<file path="config.mk">
export PLATFORM = sky130hd
export DESIGN_NAME = tick_stopwatch_512
export DESIGN_NICKNAME = d
export VERILOG_FILES = /design/src/rtl/tick_stopwatch_512.sv
export SDC_FILE = /design/constraint.sdc
export NUM_CORES = 1
export LEC_CHECK = 0
export CAP_MARGIN = 20
export CORE_UTILIZATION = 48
export CTS_CLUSTER_SIZE = 20
export DETAILED_ROUTE_END_ITERATION = 12
export PLACE_DENSITY = 0.79
export SYNTH_ARGS = -nofsm -noshare
export SYNTH_HDL_FRONTEND = slang
export SYNTH_SLANG_ARGS = --single-unit
</file>
<file path="constraint.sdc">
create_clock -name clk -period 2 [get_ports clk]
set_input_delay 0.2 -clock clk [delete_from_list [all_inputs] [get_ports clk]]
set_output_delay 0.2 -clock clk [all_outputs]
set_load 0.01 [all_outputs]
</file>
<file path="src/rtl/tick_stopwatch_512.sv">
// -----------------------------------------------------------------------------
// tick_stopwatch_512
//
// Consumer of the 512 Hz divided clock. The slow square wave clk_512_in is
// synchronised into the clk domain and its rising edges become single-cycle
// ticks. Those ticks drive a start/stop/clear stopwatch (min:sec:frac at
// 1/TICKS_PER_SEC s resolution). The block also has a lap capture register and
// a watchdog that flags a missing tick stream.
//
// Parameters
//   TICKS_PER_SEC   ticks per second; frac wraps at this value (<= 512)
//   MAX_MIN         minutes wrap value; minutes run 0..MAX_MIN (<= 127)
//   SYNC_STAGES     flops in the clk_512_in synchroniser (>= 2)
//   TIMEOUT_CYCLES  clk cycles without a tick before tick_lost sets
//
// Ports
//   clk, rst_n      system clock, asynchronous active-low reset
//   clk_512_in      divided clock, treated as asynchronous data
//   start/stop      one-cycle pulses: IDLE/PAUSE -> RUN, RUN -> PAUSE
//   clear           one-cycle pulse: -> IDLE, time, laps and tick_lost zeroed
//   lap             one-cycle pulse: capture current time (RUN/PAUSE only)
//   frac/sec/min    running time
//   running         high while in RUN
//   lap_frac/sec/min captured time, lap_valid pulses once per accepted lap
//   overflow        one-cycle pulse when the time wraps to 0:00:0
//   tick_lost       sticky watchdog flag
// -----------------------------------------------------------------------------
module tick_stopwatch_512 #(
    parameter int TICKS_PER_SEC  = 512,
    parameter int MAX_MIN        = 99,
    parameter int SYNC_STAGES    = 2,
    parameter int TIMEOUT_CYCLES = 400000
) (
    input  logic       clk,
    input  logic       rst_n,
    input  logic       clk_512_in,
    input  logic       start,
    input  logic       stop,
    input  logic       clear,
    input  logic       lap,
    output logic [8:0] frac,
    output logic [5:0] sec,
    output logic [6:0] min,
    output logic       running,
    output logic [8:0] lap_frac,
    output logic [5:0] lap_sec,
    output logic [6:0] lap_min,
    output logic       lap_valid,
    output logic       overflow,
    output logic       tick_lost
);

    localparam int              WD_W      = $clog2(TIMEOUT_CYCLES + 1);
    localparam logic [WD_W-1:0] WD_MAX    = WD_W'(TIMEOUT_CYCLES);
    localparam logic [8:0]      FRAC_LAST = 9'(TICKS_PER_SEC - 1);
    localparam logic [6:0]      MIN_LAST  = 7'(MAX_MIN);

    typedef enum logic [1:0] {
        ST_IDLE  = 2'd0,
        ST_RUN   = 2'd1,
        ST_PAUSE = 2'd2
    } state_t;

    state_t state, state_nxt;

    logic [SYNC_STAGES-1:0] sync_p0;
    logic                   prev_p1;
    logic                   tick;
    logic [WD_W-1:0]        wd_cnt, wd_nxt;
    logic                   count_en, lap_acc, wrap;
    logic [8:0]             frac_nxt;
    logic [5:0]             sec_nxt;
    logic [6:0]             min_nxt;

    // Saturating increment for the watchdog: holds at TIMEOUT_CYCLES.
    function automatic logic [WD_W-1:0] wd_sat_inc(input logic [WD_W-1:0] v);
        return (v == WD_MAX) ? v : v + 1'b1;
    endfunction

    // ---- stage p0/p1: synchroniser and edge history ----
    always_ff @(posedge clk or negedge rst_n) begin
        if (!rst_n) begin
            sync_p0 <= '0;
            prev_p1 <= 1'b0;
        end else begin
            sync_p0 <= {sync_p0[SYNC_STAGES-2:0], clk_512_in};
            prev_p1 <= sync_p0[SYNC_STAGES-1];
        end
    end

    // Tick is formed from registered history, so it is glitch-free and one cycle wide.
    assign tick = sync_p0[SYNC_STAGES-1] & ~prev_p1;

    // ---- stage p2: control FSM ----
    always_ff @(posedge clk or negedge rst_n) begin
        if (!rst_n) state <= ST_IDLE;
        else        state <= state_nxt;
    end

    always_comb begin
        state_nxt = state;
        if (clear) begin
            state_nxt = ST_IDLE;
        end else begin
            unique case (state)
                ST_RUN:            if (stop)  state_nxt = ST_PAUSE;
                ST_IDLE, ST_PAUSE: if (start) state_nxt = ST_RUN;
                default:           state_nxt = ST_IDLE;
            endcase
        end
    end

    assign running = (state == ST_RUN);

    // Counting follows the current state, so a start that arrives with a tick
    // in PAUSE does not count it, while a stop with a tick in RUN does.
    assign count_en = (state == ST_RUN) & tick & ~clear;
    assign lap_acc  = lap & ~clear & (state != ST_IDLE);
    assign wd_nxt   = tick ? '0 : wd_sat_inc(wd_cnt);

    always_comb begin
        frac_nxt = frac;
        sec_nxt  = sec;
        min_nxt  = min;
        wrap     = 1'b0;
        if (count_en) begin
            if (frac == FRAC_LAST) begin
                frac_nxt = '0;
                if (sec == 6'd59) begin
                    sec_nxt = '0;
                    if (min == MIN_LAST) begin
                        min_nxt = '0;
                        wrap    = 1'b1;
                    end else begin
                        min_nxt = min + 7'd1;
                    end
                end else begin
                    sec_nxt = sec + 6'd1;
                end
            end else begin
                frac_nxt = frac + 9'd1;
            end
        end
    end

    // ---- stage p2: time, lap and watchdog registers ----
    always_ff @(posedge clk or negedge rst_n) begin
        if (!rst_n) begin
            frac      <= '0;
            sec       <= '0;
            min       <= '0;
            lap_frac  <= '0;
            lap_sec   <= '0;
            lap_min   <= '0;
            lap_valid <= 1'b0;
            overflow  <= 1'b0;
            tick_lost <= 1'b0;
            wd_cnt    <= '0;
        end else begin
            wd_cnt    <= wd_nxt;
            overflow  <= wrap;
            lap_valid <= lap_acc;
            if (clear) begin
                frac      <= '0;
                sec       <= '0;
                min       <= '0;
                lap_frac  <= '0;
                lap_sec   <= '0;
                lap_min   <= '0;
                tick_lost <= 1'b0;
            end else begin
                frac <= frac_nxt;
                sec  <= sec_nxt;
                min  <= min_nxt;
                // Lap takes the pre-increment time when it coincides with a tick.
                if (lap_acc) begin
                    lap_frac <= frac;
                    lap_sec  <= sec;
                    lap_min  <= min;
                end
                if (wd_nxt == WD_MAX) tick_lost <= 1'b1;
            end
        end
    end

endmodule

</file>
# After elaboration in Yosys (flattened, before gate mapping)
# Cells that the tools add are included.
[word_totals]
ff_bits = 71
latchBits = 0
mem_bits_rw = 0
romBits = 0
input_bits = 7
out_inout_bits = 48
elab_cells = 74
memories = 0
[classes]
n_addsub = 4
multipliers = 0
n_div = 0
order_cmp = 0
n_eq_ne = 9
shift = 0
muxes = 30
n_bitwise = 7
reduce_logical = 11
[ops]
columns = ["cell", "n"]
rows = [
  ["7-bit two-way mux", 7],
  ["9-bit two-way mux", 5],
  ["19-bit == test, second input constant", 2],
  ["19-bit two-way mux", 2],
  ["6-bit two-way mux", 6],
  ["19-bit by 1-bit adder with 19-bit output, second input constant", 1],
  ["2-bit nonzero test", 6],
  ["9-bit by 1-bit adder with 9-bit output, second input constant", 1],
  ["9-bit == test, second input constant", 1],
  ["7-bit by 1-bit adder with 7-bit output, second input constant", 1],
  ["7-bit == test, second input constant", 1],
  ["6-bit by 1-bit adder with 6-bit output, second input constant", 1],
  ["6-bit == test, second input constant", 1],
  ["1-bit two-way mux", 6],
  ["2-bit two-way mux", 3],
  ["3-bit inequality test, second input constant", 2],
  ["1-bit bitwise AND", 5],
  ["2-bit case mux with 2 select lines", 1],
  ["2-bit AND reduction", 2],
  ["3-bit AND reduction", 1],
  ["2-bit by 1-bit == test with 1-bit output, second input constant", 1],
  ["2-bit == test, second input constant", 1],
  ["2-bit zero test", 1],
  ["1-bit NOT", 2],
  ["2-bit OR reduction", 1],
]

# Depth between registers and ports, before layout
# Gate-level depths: netlist of run 1.
[logic_depth]
depth_word = 6
mapped_depth = 9
ltp_nobuf = 9

# Worst setup path before layout of run 1
# No wires, ideal clock.
[synth_timing]
kind = "register to register"
startpoint = "register wd_cnt[1]"
endpoint = "register tick_lost"
setup_time_ns = 0.066
arrival_time_ns = 2.145
t_required_ns = 1.934
path_slack_ns = -0.211
stages_incl_launch_ff = 9
n_path_buf = 1
period_less_slack_ns = 2.211
path_cell_list = "dfrtp_1 > ha_1 > buf_4 > inv_1 > or3_1 > a211oi_2 > or4b_1 > nor4_1 > a32o_2"
[synth_between]
elab_chain_cells = 5
word_cells_on_any_way = 6
cone_classes = "add/sub (1); eq/ne (2); mux (2); reduce/logical (1)"
[synth_lines]
columns = ["item", "line", "rtl"]
rows = [
  ["start, declared", "69", "logic [WD_W-1:0] wd_cnt, wd_nxt;"],
  ["start signal, assigned", "160", "wd_cnt <= wd_nxt;"],
  ["19-bit by 1-bit adder with 19-bit output or 19-bit == test (tied branches)", "77", "return (v == WD_MAX) ? v : v + 1'b1;"],
  ["19-bit two-way mux (*)", "77", ""],
  ["19-bit two-way mux (*)", "119", "assign wd_nxt = tick ? '0 : wd_sat_inc(wd_cnt);"],
  ["19-bit == test (*)", "181", "if (wd_nxt == WD_MAX) tick_lost <= 1'b1;"],
  ["2-bit nonzero test (no line) (*)", "-", ""],
  ["end signal, assigned", "157", "tick_lost <= 1'b0;"],
  ["end signal, assigned", "170", "tick_lost <= 1'b0;"],
  ["end signal, assigned", "181", ""],
  ["end, declared", "50", "output logic tick_lost"],
]
# Mark *: on every way between the ends. The rest lies on a longest branch, timed or not.
# A chain may end at the register's enable or synchronous reset.

# Final worst setup path of run 1
[layout_timing]
startpoint = "register wd_cnt[0]"
endpoint = "register tick_lost"
# The elaborated chain is that of the path after synthesis.

==> results of run 1 <==
-- layout make-up --
type	instances	area (um^2)
timing repair buffer	89	813
fill	553	2320
tap	96	120
sequential	71	1780
clock inverter	6	45.0
multi-input combinational	264	1670
inverter	8	30.0
clock buffer	10	128
-- how the worst min path moves through the flow --
| stage | startpoint | to | slack, ps |
|---|---|---|---|
| 6_report | clk_512_in | sync_p0[0] | 280 |
| 5_1_grt | clk_512_in | sync_p0[0] | 290 |
| 4_1_cts | clk_512_in | sync_p0[0] | 270 |
| 3_5_place_dp | rst_n | wd_cnt[12] | 260 |
| 3_3_place_gp | rst_n | wd_cnt[12] | 250 |
| 2_1_floorplan | rst_n | frac[0] | -100 |
-- cells in the final DEF (no fill, tap or decap), types with 3 or more instances in the layout --
cell type / count
and3_1: 5
nand3b_1: 5
mux2i_1: 3
o21ai_0: 15
clkbuf_8: 9
o31ai_1: 4
nor3_1: 9
a31oi_1: 6
nand3_1: 21
xor2_1: 10
nand4_1: 12
clkinvlp_4: 3
nor2_1: 50
nand2_1: 24
clkdlybuf4s50_1: 53
xnor2_1: 13
dfrtp_1: 70
buf_4: 33
inv_1: 7
a21oi_1: 16
or3_1: 4
ha_1: 4
and2_1: 3
a22o_1: 23
-- power by group through the flow --
stage / Sequential, mW / Combinational [mW] / Clock [mW]
after global routing: 1.55 / 0.525 / 1.13
after CTS: 1.54 / 0.470 / 1.05
final: 1.54 / 0.475 / 1.04
after detailed placement: 1.56 / 0.460 / 0
after floorplan: 1.56 / 0.239 / 0
after global placement: 1.56 / 0.449 / 0
-- stage by stage --
stage	util [%]	std cells	worst slack (ps)	hold WS (ps)	area, um^2
5_1_grt	66.4	544	-124	286	4580
3_3_place_gp	63.0	527	33.9	253	4350
4_1_cts	65.9	544	-14.2	273	4550
2_1_floorplan	-	359	-63.7	-95.6	3500
3_5_place_dp	63.0	527	-42.0	259	4350
6_report	66.4	544	-25.5	276	4580
-- flip-flops by register name (all words and copies together), names as in the netlist --
name,count
wd_cnt,19
frac,9
lap_frac,9
lap_min,7
min,7
lap_sec,6
sec,6
state,2
sync_p0,2
lap_valid,1
overflow,1
prev_p1,1
tick_lost,1
-- metal layers --
metal  vias up  global-route usage (%)  share of wire [%]
li1       1465                       -                  -
met1      1487                    32.1                 45
met2       122                    38.6                 47
met3        15                    5.40                6.2
met4         0                    12.7                2.0
met5         -                       0                  0
-- repair_timing --
item,in CTS,in global routing
endpoints found under the hold margin,71,0
hold buffers,1,0
gates cloned,0,0
pin swaps,1,2
endpoints found under the setup margin,2,8
gates resized for setup,4,7
buffers inserted,0,0
-- kinds of logic (layout without fill, tap and decap cells) --
group / after synthesis / after routing / share of synthesized area [%]
adder cells (fa/ha/maj): 6 / 6 / 2.15
multiplexers: 4 / 4 / 1.18
AO/OA/AOI/OAI: 72 / 72 / 14.1
flip-flops: 71 / 71 / 50.9
buffers and inverters: 24 / 113 / 2.76
XOR/XNOR: 23 / 23 / 5.77
AND/OR/NAND/NOR: 159 / 159 / 23.1
==> flow_summary.yaml, run 1 <==
worst_hold_path:
  min_path_cells: 1
  hold_path_class: "input pin to flop"
timing:
  period_share_pct: 101
  period_minus_slack_ps: 2030
  grt_setup_unrepaired: "true"
  slew_viol_final: 0
  fin_skew_ps: 10.2
  setup_ws_ps: -25.5
  max-slew-margin-rel_pct: 74.7
  tns_ps: -25.5
  setup_viol: 1
  tightestPinTransition_ps: 379
  final_hold_viol_count: 0
  clock.fmax_mhz: 494
logic_synthesis:
  synth_top_area_cell: "dfrtp_1"
  yosysUniqueCellTypes: 49
  ys_ff_latch: 71
  ys.flop_type: "dfrtp_1"
  synth_most_common_cell: "dfrtp_1"
  synth_seq_area_share_pct: 50.9
  yosys-top-cells-count: "dfrtp_1, nor2_1, nand2_1"
  synth_edf_count: 0
  yosys-top-cells-area: "dfrtp_1, a22o_1, nor2_1, xnor2_1, nand3_1"
  synth.avg_cell_area_um2: 9.73
  synth_warnings: 0
  synth_cells: 359
  async_reset_ff_share_pct: 100
  syn_area_um2: 3490
  synth_top_area_share_pct: 50.9
  synth_nets: 372
floorplanning:
  num_rows: 30
  dieArea_um2: 7620
  die_w_um: 87.3
  coreArea_um2: 6910
  start_util_pct: 50.6
  boundaryPins: 55
  die_h_um: 87.3
setup_path:
  r2r-end: "tick_lost"
  crit_slowest_cell: "dfrtp_1"
  crit_required_ps: 2240
  startpoint: "wd_cnt[0]"
  end_kind: "flop"
  startpoint_type: "flop"
  crit_path_end: "tick_lost"
  critPathTopFamily: "simple AND/OR/NAND/NOR gates"
  reg2reg_from: "wd_cnt[0]"
  crit_arrival_ps: 2270
  crit_type: "flop to flop"
  crit_chain: "buf_4 > inv_1 > ha_1 > nor4b_2 > nand4_1 > nor2_2 > mux2i_1 > nor4_2 > a32o_2"
  path_buf_inv: 2
  crit_cells: 9
  rr_worst_depth: 9
  crit_fanout: 4
  max_stage_delay_ps: 410
  reg2reg_slack_ps: -30
run_status:
  status: "complete, but fails checks"
  violations: "setup timing"
pwr:
  seqPwrFrac_pct: 50.3
  p_per_area_nw_per_um2: 667
  power_frac_clock_pct: 34.2
  p_comb_share_pct: 15.5
  net-switching-power_mw: 0.899
  cellLeakagePower_nw: 1.95
  p_sw_share_pct: 29.4
  finalPower_mw: 3.06
  internal_power_mw: 2.16
  ir_drop_uv: 425
finish:
  n_antenna_cell: 0
  nets: 456
  area_delta_synth_final_pct: 31.2
  drive_gt1_share_pct: 15.4
detailed_routing:
  vias: 3089
  wire_per_inst_um: 16.1
  vias_per_cell: 5.68
  drt-pass1-iter-count: 4
  totalWireLength_mm: 8.75
  detail-route-antenna-nets: 0
  drt_iter0_markers: 249
  drcViolationCount: 0
global_route:
  grt_pass1_wl_mm: 14.2
  grt_overflow: 0
  grt_pass1_vias: 2988
  grt_start_max_net_pins: 72
  antenna_found_initial: 0
  grt_use_total_pct: 24.6
clocking:
  cts.htree.levels: 3
  cts.path.max_buffers: 2
  cts.reportedPaths.clkPinSlew_ps: 80
  worstSkewPairLatency_ps: 360
  root_buffer: "clkbuf_8"
  cts_tree: "yes"
  numCtsBuffers: 9
  clock_sinks: 71
place:
  io_buffers: 54
  gp_congestion: 0.960
  hpwlAfterDp_mm: 5.92
job:
  maxCapViolCount: 0
(Power assumes the default switching activity.)
==> run 2: changes to the inputs <==
- CORE_ASPECT_RATIO: default -> 1.2
- CORE_MARGIN: default -> 1.5
==> run 2 against run 1 <==
Compared with the run above:
- the flow still finishes with violations (setup timing)
- register-to-register slack lost 20 ps
- core utilization increased by 1.7 points
- via count increased by 4.5%
- critical path depth shrank 1
- first-iteration DRC count down 0.40%
- routed wire length increased by 7.5%
- sequential share of layout area down 1.1 points
- count of clock-buffer cells in the layout stayed put
- clock power is 16% higher
- non-clock buffer count rose by 10
- power is 7.4% higher
- largest cell class unchanged
==> flow_summary.yaml, run 2 (synthesis gave the netlist of run 1 again) <==
finish:
  nets: 466
  final_area_um2: 4720
  fin_util_pct: 68.0
  layout_common_cells: "dfrtp_1, clkdlybuf4s50_1, nor2_1"
  largest-register: "wd_cnt"
  area_delta_synth_final_pct: 35.1
  largest_reg_flops: 19
  fillers: 544
  layout_commonest_cell: "dfrtp_1"
  drive_gt1_share_pct: 18.3
  n_antenna_cell: 0
  top_regs: "wd_cnt (19), frac (9), lap_frac (9)"
floorplanning:
  die_h_um: 96.5
  start_util_pct: 50.4
  dieArea_um2: 7800
  boundaryPins: 55
  die_w_um: 80.9
  num_rows: 33
  coreArea_um2: 6940
global_route:
  grt_pass1_vias: 3196
  grt_start_max_net_pins: 63
  grt_use_total_pct: 26.6
  grt_pass1_wl_mm: 15.7
  grt_overflow: 0
  antenna_found_initial: 0
detailed_routing:
  drt_iter0_markers: 248
  wire_per_inst_um: 17.3
  drt-pass1-iter-count: 5
  totalWireLength_mm: 9.40
  vias_per_cell: 5.92
  vias: 3227
  routed-wl-met2_mm: 4.72
  drcViolationCount: 0
  detail-route-antenna-nets: 0
  topRoutingLayerUsed: "met4"
  dr_wl_met3_um: 521
  drt-met1-wl_mm: 3.95
setup_path:
  startpoint_type: "flop"
  r2r-end: "tick_lost"
  crit_fanout: 5
  crit_arrival_ps: 2300
  reg2reg_from: "wd_cnt[0]"
  end_kind: "flop"
  crit_type: "flop to flop"
  rr_worst_depth: 8
  reg2reg_slack_ps: -50
  crit_required_ps: 2250
timing:
  final_hold_viol_count: 0
  period_share_pct: 102
  setup_ws_ps: -48.4
  grt_setup_unrepaired: "true"
  period_minus_slack_ps: 2050
  setup_viol: 1
  fin_skew_ps: 13.2
  tns_ps: -48.4
  tightestPinTransition_ps: 369
  clock.fmax_mhz: 488
  slew_viol_final: 0
  max-slew-margin-rel_pct: 75.2
place:
  hpwlAfterDp_mm: 6.58
  detailed_place.area_um2: 4420
  io_buffers: 54
  dp_slack_ps: -3.77
  gp_congestion: 0.951
pwr:
  internal_power_mw: 2.35
  seqPwrFrac_pct: 47.0
  cellLeakagePower_nw: 2.04
  net-switching-power_mw: 0.933
  p_per_area_nw_per_um2: 696
  p_comb_share_pct: 16.2
  power_frac_clock_pct: 36.8
  p_sw_share_pct: 28.4
  ir_drop_uv: 490
run_status:
  status: "complete, but fails checks"
  violations: "setup timing"
job:
  maxCapViolCount: 0
clocking:
  root_buffer: "clkbuf_8"
  cts.path.max_buffers: 2
  worstSkewPairLatency_ps: 360
  cts.htree.levels: 3
  numCtsBuffers: 9
  clock_sinks: 71
  cts_tree: "yes"
  cts.reportedPaths.clkPinSlew_ps: 80
worst_hold_path:
  hold_path_class: "input pin to asynchronous set/reset pin"
-- run 2: cell count changes in the layout (fill, tap and decap cells not counted), moves of 2 or more --
cell	previous run	this run
nor2_2	2	4
buf_4	33	42
clkinvlp_4	3	1
clkinv_4	0	2
-- run 2: how the worst max path moves through the flow --
stage	cells past startpoint	to	start
floorplan	8	tick_lost	wd_cnt[1]
global placement	7	tick_lost	wd_cnt[1]
detailed placement	9	tick_lost	wd_cnt[0]
CTS	7	tick_lost	wd_cnt[1]
global route	8	tick_lost	wd_cnt[1]
finish	8	tick_lost	wd_cnt[0]
-- run 2: per-stage QoR --
step	cells	power (mW)	hold WS [ps]
global route	545	3.42	274
global placement	527	2.05	76.0
detailed placement	527	2.07	79.0
CTS	544	3.26	274
finish	545	3.28	274
floorplan	359	1.80	-95.6
-- run 2: power by group through the flow --
stage,Combinational [mW],Clock (mW),Sequential (mW)
2_1_floorplan,0.239,0,1.56
3_3_place_gp,0.488,0,1.56
3_5_place_dp,0.502,0,1.57
4_1_cts,0.516,1.21,1.54
5_1_grt,0.591,1.28,1.55
6_report,0.533,1.21,1.54
-- run 2: repair_timing --
item	in CTS	in global routing
hold buffers	1	0
endpoints found under the hold margin	9	0
pin swaps	1	3
gates resized for setup	2	14
buffers inserted	0	1
setup endpoints to repair	3	10
-- run 2: worst max-delay path: stages (launching register included) --
cell and delay [ps]:
dfrtp_1 420, ha_4 170, buf_4 130, nand4_1 190
nor4_1 390, xnor2_1 140, nor2_1 190, a31oi_1 70
a32o_2 240
-- run 2: area by class of cell --
class / instances / area, um^2 / area share (%)
Sequential cell: 71 / 1780 / 37.7
Multi-Input combinational cell: 264 / 1700 / 35.9
Timing Repair Buffer: 99 / 901 / 19.1
Clock buffer: 10 / 138 / 2.92
Tap cell: 87 / 109 / 2.31
Clock inverter: 6 / 68.8 / 1.46
Inverter: 8 / 30.0 / 0.636
-- run 2: metal layers --
metal / up-vias / track usage, %
met5: - / 0
met2: 110 / 42.6
met4: 0 / 12.6
li1: 1492 / -
met1: 1606 / 34.3
met3: 19 / 5.63
==> run 3: changes to the inputs <==
- REMOVE_ABC_BUFFERS: default -> 1
==> run 3 against run 2 <==
Compared with the run above:
- the run still ends with setup timing left
- maximum frequency up 0.40%
- sequential power barely moved
- count of clock-buffer cells in the layout unchanged
- first-iteration DRC count down 39%
- non-clock buffer count shrank 4
- final area hardly changed
- critical path type unchanged
==> flow_summary.yaml, run 3 (synthesis gave the netlist of run 1 again) <==
run_status:
  status: "complete, but fails checks"
  violations: "setup timing"
setup_path:
  crit_path_end: "tick_lost"
  r2r-end: "tick_lost"
  crit_slowest_cell: "or4b_4"
  crit_chain: "buf_4 > inv_1 > or3_1 > a211oi_2 > or4b_4 > nor4_2 > a32o_2"
  critPathTopFamily: "simple AND/OR/NAND/NOR gates"
  crit_arrival_ps: 2320
  reg2reg_slack_ps: -40
  crit_type: "flop to flop"
  crit_fanout: 6
  max_stage_delay_ps: 480
  startpoint_type: "flop"
  startpoint: "wd_cnt[3]"
  end_kind: "flop"
  rr_worst_depth: 7
  crit_cells: 7
  path_buf_inv: 2
  reg2reg_from: "wd_cnt[3]"
  crit_required_ps: 2280
floorplanning:
  start_util_pct: 50.4
  coreArea_um2: 6940
  num_rows: 33
  die_h_um: 96.5
  die_w_um: 80.9
  boundaryPins: 55
  dieArea_um2: 7800
detailed_routing:
  totalWireLength_mm: 9.10
  vias: 3113
  vias_per_cell: 5.75
  wire_per_inst_um: 16.8
  detail-route-antenna-nets: 0
  drt-pass1-iter-count: 4
  drcViolationCount: 0
  drt_iter0_markers: 152
timing:
  setup_ws_ps: -40.3
  fin_skew_ps: 9.14
  final_hold_viol_count: 0
  setup_viol: 1
  slew_viol_final: 0
  max-slew-margin-rel_pct: 73.2
  tightestPinTransition_ps: 400
  period_share_pct: 102
  period_minus_slack_ps: 2040
  clock.fmax_mhz: 490
  grt_setup_unrepaired: "true"
global_route:
  grt_use_total_pct: 24.9
  grt_start_max_net_pins: 72
  grt-busiest-layer: "met2"
  grt_overflow: 0
  grt_pass1_vias: 3159
  grt_use_met2_pct: 42.4
  antenna_found_initial: 0
  grt.met1_usage_pct: 30.2
  grt_pass1_wl_mm: 14.8
  grt_util_met3_pct: 6.01
finish:
  drive_gt1_share_pct: 17.8
  top_regs: "wd_cnt (19), frac (9), lap_frac (9)"
  largest_reg_flops: 19
  layout_common_cells: "dfrtp_1, clkdlybuf4s50_1, nor2_1"
  fin_util_pct: 68.0
  largest-register: "wd_cnt"
  area_delta_synth_final_pct: 35.0
  n_antenna_cell: 0
  layout_commonest_cell: "dfrtp_1"
  final_area_um2: 4710
  nets: 462
place:
  hpwlAfterDp_mm: 6.30
  gp_congestion: 0.888
  detailed_place.area_um2: 4380
  io_buffers: 54
pwr:
  p_comb_share_pct: 16.2
  internal_power_mw: 2.48
  net-switching-power_mw: 0.900
  p_sw_share_pct: 26.6
  ir_drop_uv: 503
  seqPwrFrac_pct: 45.3
  power_frac_clock_pct: 38.5
  cellLeakagePower_nw: 2.04
  p_per_area_nw_per_um2: 718
  finalPower_mw: 3.38
clocking:
  worstSkewPairLatency_ps: 340
  cts.reportedPaths.clkPinSlew_ps: 80
  root_buffer: "clkbuf_8"
  clock_sinks: 71
  cts_tree: "yes"
  cts.path.max_buffers: 2
  numCtsBuffers: 9
  cts.htree.levels: 3
worst_hold_path:
  hold_path_class: "input pin to flop"
job:
  maxCapViolCount: 0
[run 3: cell type report]
cell class / count / area [um^2]
Clock inverter: 6 / 91.3
Fill cell: 523 / 2220
Clock buffer: 10 / 138
Sequential cell: 71 / 1780
Timing Repair Buffer: 95 / 871
Inverter: 8 / 30.0
Multi-Input combinational cell: 264 / 1700
Tap cell: 87 / 109
[run 3: worst min-delay path by stage]
stage	from	end	slack, ps	cells after the start
2_1_floorplan	rst_n	frac[0]	-100	0
3_3_place_gp	rst_n	wd_cnt[12]	250	2
3_5_place_dp	rst_n	wd_cnt[12]	260	2
4_1_cts	clk_512_in	sync_p0[0]	280	1
5_1_grt	clk_512_in	sync_p0[0]	280	1
6_report	clk_512_in	sync_p0[0]	290	1
[run 3: through the flow]
step / setup slack (ps) / hold slack (ps) / setup TNS, ps / cells
6_report: -40.3 / 293 / -40.3 / 541
5_1_grt: -98.5 / 283 / -99.0 / 541
4_1_cts: -43.0 / 278 / -43.0 / 539
3_5_place_dp: -112 / 255 / -319 / 522
3_3_place_gp: -14.7 / 251 / -14.7 / 522
2_1_floorplan: -297 / -95.6 / -1190 / 343
[run 3: per-layer routing]
| layer | up-vias | part of all wire, % |
|---|---|---|
| met5 | - | 0 |
| met3 | 17 | 4.4 |
| met1 | 1544 | 42 |
| li1 | 1474 | - |
| met4 | 0 | 2.2 |
| met2 | 78 | 51 |
[run 3: timing repair]
item,in CTS,in global routing
endpoints found under the setup margin,7,7
hold endpoints to repair,71,0
hold buffers,1,0
buffers inserted,0,2
gates resized for setup,6,12
pin swaps,4,4
[run 3: power groups by stage]
stage / sequential (mW) / clock, mW / combinational, mW
3_3_place_gp: 1.55 / 0 / 0.489
6_report: 1.53 / 1.30 / 0.548
2_1_floorplan: 1.58 / 0 / 0.198
3_5_place_dp: 1.56 / 0 / 0.505
5_1_grt: 1.54 / 1.40 / 0.604
4_1_cts: 1.53 / 1.33 / 0.514
